[config.mk]
export PLATFORM = sky130hd
export DESIGN_NAME = score_display
export DESIGN_NICKNAME = d
export VERILOG_FILES = /design/src/rtl/score_display.sv
export SDC_FILE = /design/constraint.sdc
export NUM_CORES = 1
export LEC_CHECK = 0
export CAP_MARGIN = 20
export CORE_MARGIN = 1
export CORE_UTILIZATION = 40
export CTS_CLUSTER_SIZE = 20
export DETAILED_ROUTE_END_ITERATION = 8
export GPL_ROUTABILITY_DRIVEN = 0
export SLEW_MARGIN = 0
export SYNTH_ARGS = -nofsm -noshare
export SYNTH_HDL_FRONTEND = slang
export SYNTH_SLANG_ARGS = --single-unit
[constraint.sdc]
create_clock -name vga_clk -period 6.4 [get_ports vga_clk]
set_clock_uncertainty 0.1 [all_clocks]
set_input_delay 1.28 -clock vga_clk [delete_from_list [all_inputs] [get_ports vga_clk]]
set_output_delay 1.28 -clock vga_clk [all_outputs]
set_load 0.05 [all_outputs]
[src/rtl/score_display.sv]
// Decimal score overlay: double-dabble BCD converter with frame-synchronous commit,
// followed by a 2-cycle glyph renderer producing registered RGB and an opacity flag.
module score_display #(
   parameter int         NUM_DIGITS = 4,
   parameter int         SCORE_W    = 14,
   parameter int         GLYPH_W    = 8,
   parameter int         GLYPH_H    = 16,
   parameter int         SCALE_LOG2 = 1,
   parameter int         X0         = 16,
   parameter int         Y0         = 16,
   parameter int         LZ_BLANK   = 1,
   parameter logic [3:0] FG_R       = 4'hF,
   parameter logic [3:0] FG_G       = 4'hF,
   parameter logic [3:0] FG_B       = 4'hF
) (
   input  logic               vga_clk,
   input  logic               reset,
   input  logic [9:0]         DrawX,
   input  logic [9:0]         DrawY,
   input  logic               blank,
   input  logic [SCORE_W-1:0] score_value,
   input  logic               score_load,
   output logic               busy,
   output logic               pixel_on,
   output logic [3:0]         red,
   output logic [3:0]         green,
   output logic [3:0]         blue
);

   localparam int BCD_W  = 4 * NUM_DIGITS;
   localparam int SH_W   = BCD_W + SCORE_W;
   localparam int GW_L   = $clog2(GLYPH_W);
   localparam int GH_L   = $clog2(GLYPH_H);
   localparam int ADDR_W = 4 + GH_L + GW_L;
   localparam int CNT_W  = $clog2(SCORE_W + 1);
   localparam logic [10:0] X_BEG   = 11'(X0);
   localparam logic [10:0] X_END   = 11'(X0 + NUM_DIGITS * GLYPH_W * (2 ** SCALE_LOG2));
   localparam logic [10:0] Y_BEG   = 11'(Y0);
   localparam logic [10:0] Y_END   = 11'(Y0 + GLYPH_H * (2 ** SCALE_LOG2));
   localparam logic [63:0] MAX_VAL = 64'(10 ** NUM_DIGITS - 1);

   typedef enum logic [1:0] {IDLE, SHIFT, DONE} state_t;

   function automatic logic [SH_W-1:0] dd_step(input logic [SH_W-1:0] sh);
      logic [SH_W-1:0] t;
      t = sh;
      for (int i = 0; i < NUM_DIGITS; i++) begin
         if (t[SCORE_W + 4*i +: 4] >= 4'd5)
            t[SCORE_W + 4*i +: 4] = t[SCORE_W + 4*i +: 4] + 4'd3;
      end
      return t << 1;
   endfunction

   function automatic logic [BCD_W-1:0] sat_bcd(input logic [BCD_W-1:0] bcd, input logic sat);
      return sat ? {NUM_DIGITS{4'h9}} : bcd;
   endfunction

   // Seven-segment style glyphs: bars on rows 1, H/2, H-2 and columns 1, W-2.
   function automatic logic glyph_bit(input logic [ADDR_W-1:0] a);
      logic [3:0] dig;
      logic [6:0] seg;
      int         r, c;
      logic       hz, vt, vb;
      dig = a[ADDR_W-1 -: 4];
      r   = int'(a[GW_L +: GH_L]);
      c   = int'(a[GW_L-1:0]);
      case (dig)
         4'd0: seg = 7'h7E;
         4'd1: seg = 7'h30;
         4'd2: seg = 7'h6D;
         4'd3: seg = 7'h79;
         4'd4: seg = 7'h33;
         4'd5: seg = 7'h5B;
         4'd6: seg = 7'h5F;
         4'd7: seg = 7'h70;
         4'd8: seg = 7'h7F;
         4'd9: seg = 7'h7B;
         default: seg = 7'h00;
      endcase
      hz = (c >= 1) && (c <= GLYPH_W - 2);
      vt = (r >= 1) && (r <= GLYPH_H / 2);
      vb = (r >= GLYPH_H / 2) && (r <= GLYPH_H - 2);
      return (seg[6] && r == 1 && hz) || (seg[5] && c == GLYPH_W - 2 && vt) ||
             (seg[4] && c == GLYPH_W - 2 && vb) || (seg[3] && r == GLYPH_H - 2 && hz) ||
             (seg[2] && c == 1 && vb) || (seg[1] && c == 1 && vt) ||
             (seg[0] && r == GLYPH_H / 2 && hz);
   endfunction

   state_t             state_q;
   logic [SH_W-1:0]    sh_q;
   logic               sat_q;
   logic [CNT_W-1:0]   cnt_q;
   logic               busy_q;
   logic [BCD_W-1:0]   pend_q;
   logic               pend_vld_q;
   logic               req_vld_q;
   logic [SCORE_W-1:0] req_val_q;
   logic [SCORE_W-1:0] start_val;
   logic               commit;

   assign start_val = score_load ? score_value : req_val_q;
   assign commit    = (DrawX == 10'd0) && (DrawY == 10'd0) && pend_vld_q;

   always_ff @(posedge vga_clk) begin
      if (reset) begin
         state_q    <= IDLE;
         busy_q     <= 1'b0;
         pend_q     <= '0;
         pend_vld_q <= 1'b0;
         req_vld_q  <= 1'b0;
         req_val_q  <= '0;
      end else begin
         if (commit) pend_vld_q <= 1'b0;
         unique case (state_q)
            IDLE: begin
               if (score_load || req_vld_q) begin
                  sh_q      <= {{BCD_W{1'b0}}, start_val};
                  sat_q     <= 64'(start_val) > MAX_VAL;
                  cnt_q     <= CNT_W'(SCORE_W);
                  busy_q    <= 1'b1;
                  req_vld_q <= 1'b0;
                  state_q   <= SHIFT;
               end
            end
            SHIFT: begin
               sh_q  <= dd_step(sh_q);
               cnt_q <= cnt_q - CNT_W'(1);
               if (cnt_q == CNT_W'(1)) state_q <= DONE;
            end
            DONE: begin
               pend_q     <= sat_bcd(sh_q[SH_W-1 -: BCD_W], sat_q);
               pend_vld_q <= 1'b1;
               busy_q     <= 1'b0;
               state_q    <= IDLE;
            end
            default: state_q <= IDLE;
         endcase
         // Loads arriving mid-conversion park here; the newest one overwrites.
         if (busy_q && score_load) begin
            req_vld_q <= 1'b1;
            req_val_q <= score_value;
         end
      end
   end

   logic [BCD_W-1:0] disp_d, disp_q;

   always_comb disp_d = commit ? pend_q : disp_q;

   always_ff @(posedge vga_clk) begin
      if (reset) disp_q <= '0;
      else       disp_q <= disp_d;
   end

   // S0: hit test, digit select, leading-zero blanking, ROM address
   logic [10:0]       dx, dy, lx, dig_idx;
   logic [GH_L-1:0]   row;
   logic              in_box, lead, blk, sel_blk;
   logic [3:0]        sel_dig;
   logic [ADDR_W-1:0] addr_d;

   always_comb begin
      dx      = {1'b0, DrawX} - X_BEG;
      dy      = {1'b0, DrawY} - Y_BEG;
      lx      = dx >> SCALE_LOG2;
      row     = GH_L'(dy >> SCALE_LOG2);
      in_box  = ({1'b0, DrawX} >= X_BEG) && ({1'b0, DrawX} < X_END) &&
                ({1'b0, DrawY} >= Y_BEG) && ({1'b0, DrawY} < Y_END);
      dig_idx = lx >> GW_L;
      lead    = 1'b1;
      blk     = 1'b0;
      sel_dig = 4'd0;
      sel_blk = 1'b0;
      for (int i = 0; i < NUM_DIGITS; i++) begin
         lead = lead && (disp_q[4*(NUM_DIGITS-1-i) +: 4] == 4'd0);
         blk  = (LZ_BLANK != 0) && lead && (i != NUM_DIGITS - 1);
         if (dig_idx == 11'(i)) begin
            sel_dig = disp_q[4*(NUM_DIGITS-1-i) +: 4];
            sel_blk = blk;
         end
      end
      addr_d = {sel_dig, row, GW_L'(lx)};
   end

   logic [ADDR_W-1:0] addr_p0_q;
   logic              hit_p0_q, vld_p0_q, lzb_p0_q;

   always_ff @(posedge vga_clk) begin
      addr_p0_q <= addr_d;
      if (reset) begin
         hit_p0_q <= 1'b0;
         vld_p0_q <= 1'b0;
         lzb_p0_q <= 1'b0;
      end else begin
         hit_p0_q <= in_box;
         vld_p0_q <= blank;
         lzb_p0_q <= sel_blk;
      end
   end

   // S1: ROM output, one cycle after the address was presented
   logic rom_bit;
   assign rom_bit = glyph_bit(addr_p0_q);

   // S2: output registers
   logic       opaque_d, pixel_on_q;
   logic [3:0] red_d, green_d, blue_d, red_q, green_q, blue_q;

   always_comb begin
      opaque_d = hit_p0_q && vld_p0_q && !lzb_p0_q && rom_bit;
      red_d    = opaque_d ? FG_R : 4'h0;
      green_d  = opaque_d ? FG_G : 4'h0;
      blue_d   = opaque_d ? FG_B : 4'h0;
   end

   always_ff @(posedge vga_clk) begin
      if (reset) begin
         pixel_on_q <= 1'b0;
         red_q      <= 4'h0;
         green_q    <= 4'h0;
         blue_q     <= 4'h0;
      end else begin
         pixel_on_q <= opaque_d;
         red_q      <= red_d;
         green_q    <= green_d;
         blue_q     <= blue_d;
      end
   end

   assign busy     = busy_q;
   assign pixel_on = pixel_on_q;
   assign red      = red_q;
   assign green    = green_q;
   assign blue     = blue_q;

endmodule

==> Word level (Yosys, flattened, before mapping) <==
Memory sizes are Yosys's and may differ from the RTL's. A register that Yosys moved wholly into a read port is not among the register bits.
Cells that the tools add are included.
{ "classes": {"addsub": 7, "order_cmp": 15, "n_eq_ne": 13, "mux": 28, "bitwise": 1, "reduce_logical": 54} }
{ "ops": {"columns": ["op", "count"], "rows": [
  ["$pmux 30 s2", 1],
  ["$mux 4", 9],
  ["$mux 30", 1],
  ["$logic_and 1x1->1", 28],
  ["$ge 10x5->1 const B", 2],
  ["$logic_not 10->1", 2],
  ["$ge 4x3->1 const B", 4],
  ["$mux 16", 1],
  ["$eq 7x2->1 const B", 2],
  ["$gt 14x14->1 const B", 1],
  ["$mux 14", 1],
  ["$add 4x2->4 const B", 3],
  ["$logic_not 4->1", 3],
  ["$logic_not 11->1", 1],
  ["$sub 10x5->11 const B", 1],
  ["$lt 10x6->1 const B", 1],
  ["$lt 10x7->1 const B", 1],
  ["$reduce_bool 2->1", 5],
  ["$mux 1", 9],
  ["$eq 4x2->1 const B", 2],
  ["$le 4x4->1 const B", 2],
  ["$pmux 4 s2", 1],
  ["$eq 7x1->1 const B", 1],
  ["$logic_or 1x1->1", 7],
  ["other kinds (23)", 29]
]} }
{ "word_totals": {"ff_bits": 105, "mem_bits_ro": 112, "wordCells": 135, "mem_count": 1} }
{ "mem_list": {"columns": ["memory", "words", "width", "rd", "rd_clocked_by_memory_dff", "wr", "line", "rtl"], "rows": [
  ["(name not given)", 16, 7, 1, 1, 0, "67", "case (dig)"]
]} }

==> Depth between registers and ports, before layout <==
{ "depth": {"ltp_word": 11, "depth_mapped": 8, "ltp_nobuf": 7} }

==> Least setup slack after synthesis <==
No wires, ideal clock.
{ "synth_path": {"kind": "input -> register", "startpoint": "in score_load", "endpoint": "reg cnt_q[0] (enable)", "setup_time_ns": 0.479, "arrival_time_ns": 4.386, "required_ns": 5.821, "path_slack_ns": 1.434, "path_stages": 3, "n_path_buf": 1, "path_cell_list": "clkbuf_1 nor2_1 a211oi_1"} }
{ "synth_via": {"elab_chain_cells": 3} }
{ "synth_rtl": {"columns": ["item", "line", "rtl"], "rows": [
  ["from (decl)", "22", "input logic score_load,"],
  ["$logic_or 1x1->1", "116", "if (score_load || req_vld_q) begin"],
  ["$ne 2x2->1 (no line)", null, null],
  ["$reduce_and 3->1 (no line)", null, null],
  ["to (signal assigned)", "119", "cnt_q <= CNT_W'(SCORE_W);"],
  ["to (signal assigned)", "127", "cnt_q <= cnt_q - CNT_W'(1);"],
  ["to (decl)", "92", "logic [CNT_W-1:0] cnt_q;"]
]} }
No other way between the ends.
A chain may end at the register's enable or synchronous reset.

==> qor.csv <==
stage,metric,value,unit
critical_path,rr_startpoint,disp_q[4],
finish,diodes,0,
yosys,synthXorXnorAreaFrac,2.00,%
timing,fmax,0.266,GHz
yosys,synthesis.area,0.00481,mm2
critical_path,crit_arrival,3900,ps
detailed_routing,drt-initial-drc-count,298,
yosys,synth_mux_area_share,6.45,%
clock_tree,numCtsBuffers,9,
floorplan,rows,39,
timing,layout_min_cycle_time,3760,ps
floorplan,coreArea,0.0116,mm2
clock_tree,cts-root-buf,clkbuf_16,
yosys,synth_nets,564,
timing,setup_tns,0,ps
timing,finalSetupViolCount,0,
min_path,hold_class,flop to flop,
global_routing,grt_pass1_vias,3333,
clock_tree,clk_latency,340,ps
detailed_routing,viasPerCell,5.23,
flow_run,drv_cap,0,
clock_tree,cts_sinks,104,
global_routing,grt_max_degree,57,
floorplan,die_area,0.0125,mm2
timing,slew_headroom,40.8,%
detailed_routing,routed_wl,9.62,mm
critical_path,start_kind,primary input,
detailed_routing,drc,9,
outcome,violations,design-rule violations,
clock_tree,holdBufCountCts,0,
yosys,synth_top_flop_cell,dfxtp_1,
critical_path,crit_path_start,DrawX[4],
floorplan,die_y,112,um
pwr,power.density,246,mW/mm2
floorplan,pin_count,52,
detailed_routing,antenna_left,0,
yosys,yosysSeqAreaShare,50.6,%
yosys,avgSynthCellArea,9.43,um2
finish,area_growth,17.3,%
global_routing,grt_pass1_wl,16.1,mm
finish,drive_above_1_share,5.85,%
yosys,yosys_warnings,0,
yosys,async_reset_ff_share,0,%
place,io_buffers,51,
place,place_area,0.00536,mm2
timing,fin_crit_sh,58.8,%
critical_path,ff2ff_setup_slack,3980,ps
yosys,synth_seq_cells,104,
pwr,leakagePower,2.05,nW
yosys,synth_cell_types,53,
yosys,synth-adder-area-share,4.16,%
clock_tree,cts_tree,yes,
timing,rsz0062_at_grt,no,
global_routing,overflow,0,
floorplan,start_util,41.6,%
finish,final_cell_area,0.00564,mm2
place,dp_hpwl,6.84,mm
global_routing,grt.total_usage,16.3,%
clock_tree,postCtsResizedCells,0,
critical_path,path_class,primary input to flop,
clock_tree,cts_setup_buffers,0,
detailed_routing,dr.pass1.iters,7,
critical_path,r2r.worst_path.cells,6,
clock_tree,cts_max_path_buffers,2,
critical_path,cp-end-kind,flop,
yosys,synth-compound-area-share,11.8,%
timing,max_slew.worst_pin.slew,886,ps
yosys,yosys.area_share.simple,19.8,%
clock_tree,htreeDepth,3,
pwr,irDropWorstVdd,0.110,mV
finish,layout.nets,596,
yosys,synth-edff-count,35,
yosys,syn_inst,510,
global_routing,antenna_found_initial,0,
detailed_routing,wl_per_cell,13.9,um
outcome,outcome,"complete, but fails checks",
critical_path,crit_required,6540,ps
timing,final_hold_viol_count,0,
clock_tree,clk_pin_slew,70,ps
detailed_routing,vias,3606,
yosys,synth_top_family_by_area,simple AND/OR/NAND/NOR gates,
floorplan,die_w,112,um
critical_path,worstPathMaxFanout,13,
finish,layout_common_cells,"69 x nor2_1, 69 x dfxtp_1, 60 x a21oi_1",
timing,slew_violations,0,
## flip-flops by register name (all words and copies together), names as in the netlist, named ones only
register,cells
vld_p0_q,1
addr_p0_q,7
pend_q,16
sat_q,1
blue,1
lzb_p0_q,1
sh_q,30
req_val_q,14
busy,1
pend_vld_q,1
disp_q,16
state_q,2
hit_p0_q,1
cnt_q,4
req_vld_q,1
## Yosys cell counts, types with 4 or more instances
master | number | area [um2]
nand3b_1 | 5 | 37.5
nor2_1 | 69 | 259
dfxtp_1 | 69 | 1380
inv_1 | 18 | 67.6
ha_1 | 16 | 200
nor4_1 | 9 | 56.3
a21oi_1 | 60 | 300
o2bb2ai_1 | 4 | 35.0
xnor2_1 | 7 | 61.3
edfxtp_1 | 35 | 1050
buf_4 | 13 | 97.6
or3_1 | 7 | 43.8
o21ai_0 | 7 | 35.0
xor2_1 | 4 | 35.0
nand2_1 | 58 | 218
clkbuf_1 | 20 | 75.1
nand2b_1 | 6 | 37.5
mux2i_1 | 31 | 310
nor3_1 | 26 | 130
## power breakdown
part           total [W]  switching (W)  internal, W  leakage, nW
registers       0.000736      0.0000200     0.000716        0.898
clock network   0.000514       0.000236     0.000277        0.141
logic           0.000136      0.0000752    0.0000608         1.02
total            0.00139       0.000331      0.00105         2.05
## cells by family (layout without fill, tap and decap cells)
kind of cell / count (synthesis) / after routing
flip-flops: 104 / 104
AND/OR/NAND/NOR: 201 / 201
buffers and inverters: 53 / 90
XOR/XNOR: 11 / 11
multiplexers: 31 / 31
adder cells (fa/ha/maj): 16 / 16
AO/OA/AOI/OAI: 94 / 94
## worst min path at each step
stage / from / cells after the start / to
2_1_floorplan: lzb_p0_q / 1 / blue[2]
3_3_place_gp: lzb_p0_q / 1 / blue[2]
3_5_place_dp: lzb_p0_q / 1 / blue[2]
4_1_cts: lzb_p0_q / 1 / blue[2]
5_1_grt: lzb_p0_q / 1 / blue[2]
6_report: lzb_p0_q / 1 / blue[2]
## layout make-up
cell class              instances  area, um2
fillers                      1080       5920
flip-flops and latches        104       2430
multi-input cells             353       2140
repair buffers                 56        543
clock buffers                  11        243
well taps                     143        179
inverters                      18       67.6
clock inverters                 5       36.3
## worst max-delay path: stages
cell	delay, ps
clkdlybuf4s50_1	700
nand2_1	150
or4_2	550
a22oi_1	510
inv_1	150
ha_1	330
nor2_1	50
o22a_1	170
## routing by layer
| layer | vias to the layer above | wire length (um) | track usage, % |
|---|---|---|---|
| met5 | - | 0 | 0 |
| met4 | 0 | 181 | 5.77 |
| met3 | 10 | 483 | 5.77 |
| met2 | 73 | 4250 | 24.9 |
| met1 | 1683 | 4710 | 21.2 |
| li1 | 1840 | - | - |
## through the flow
stage	hold slack, ps	instances	total power (W)	setup slack (ps)	utilization, %
after floorplan	273	510	0.000833	1430	-
after global placement	285	674	0.000882	2410	46.4
after detailed placement	289	674	0.000887	2290	46.4
after CTS	298	690	0.00141	2650	48.8
after global routing	318	690	0.00146	2470	48.8
final	294	690	0.00139	2640	48.8
Power figures use the tool's default switching activity.
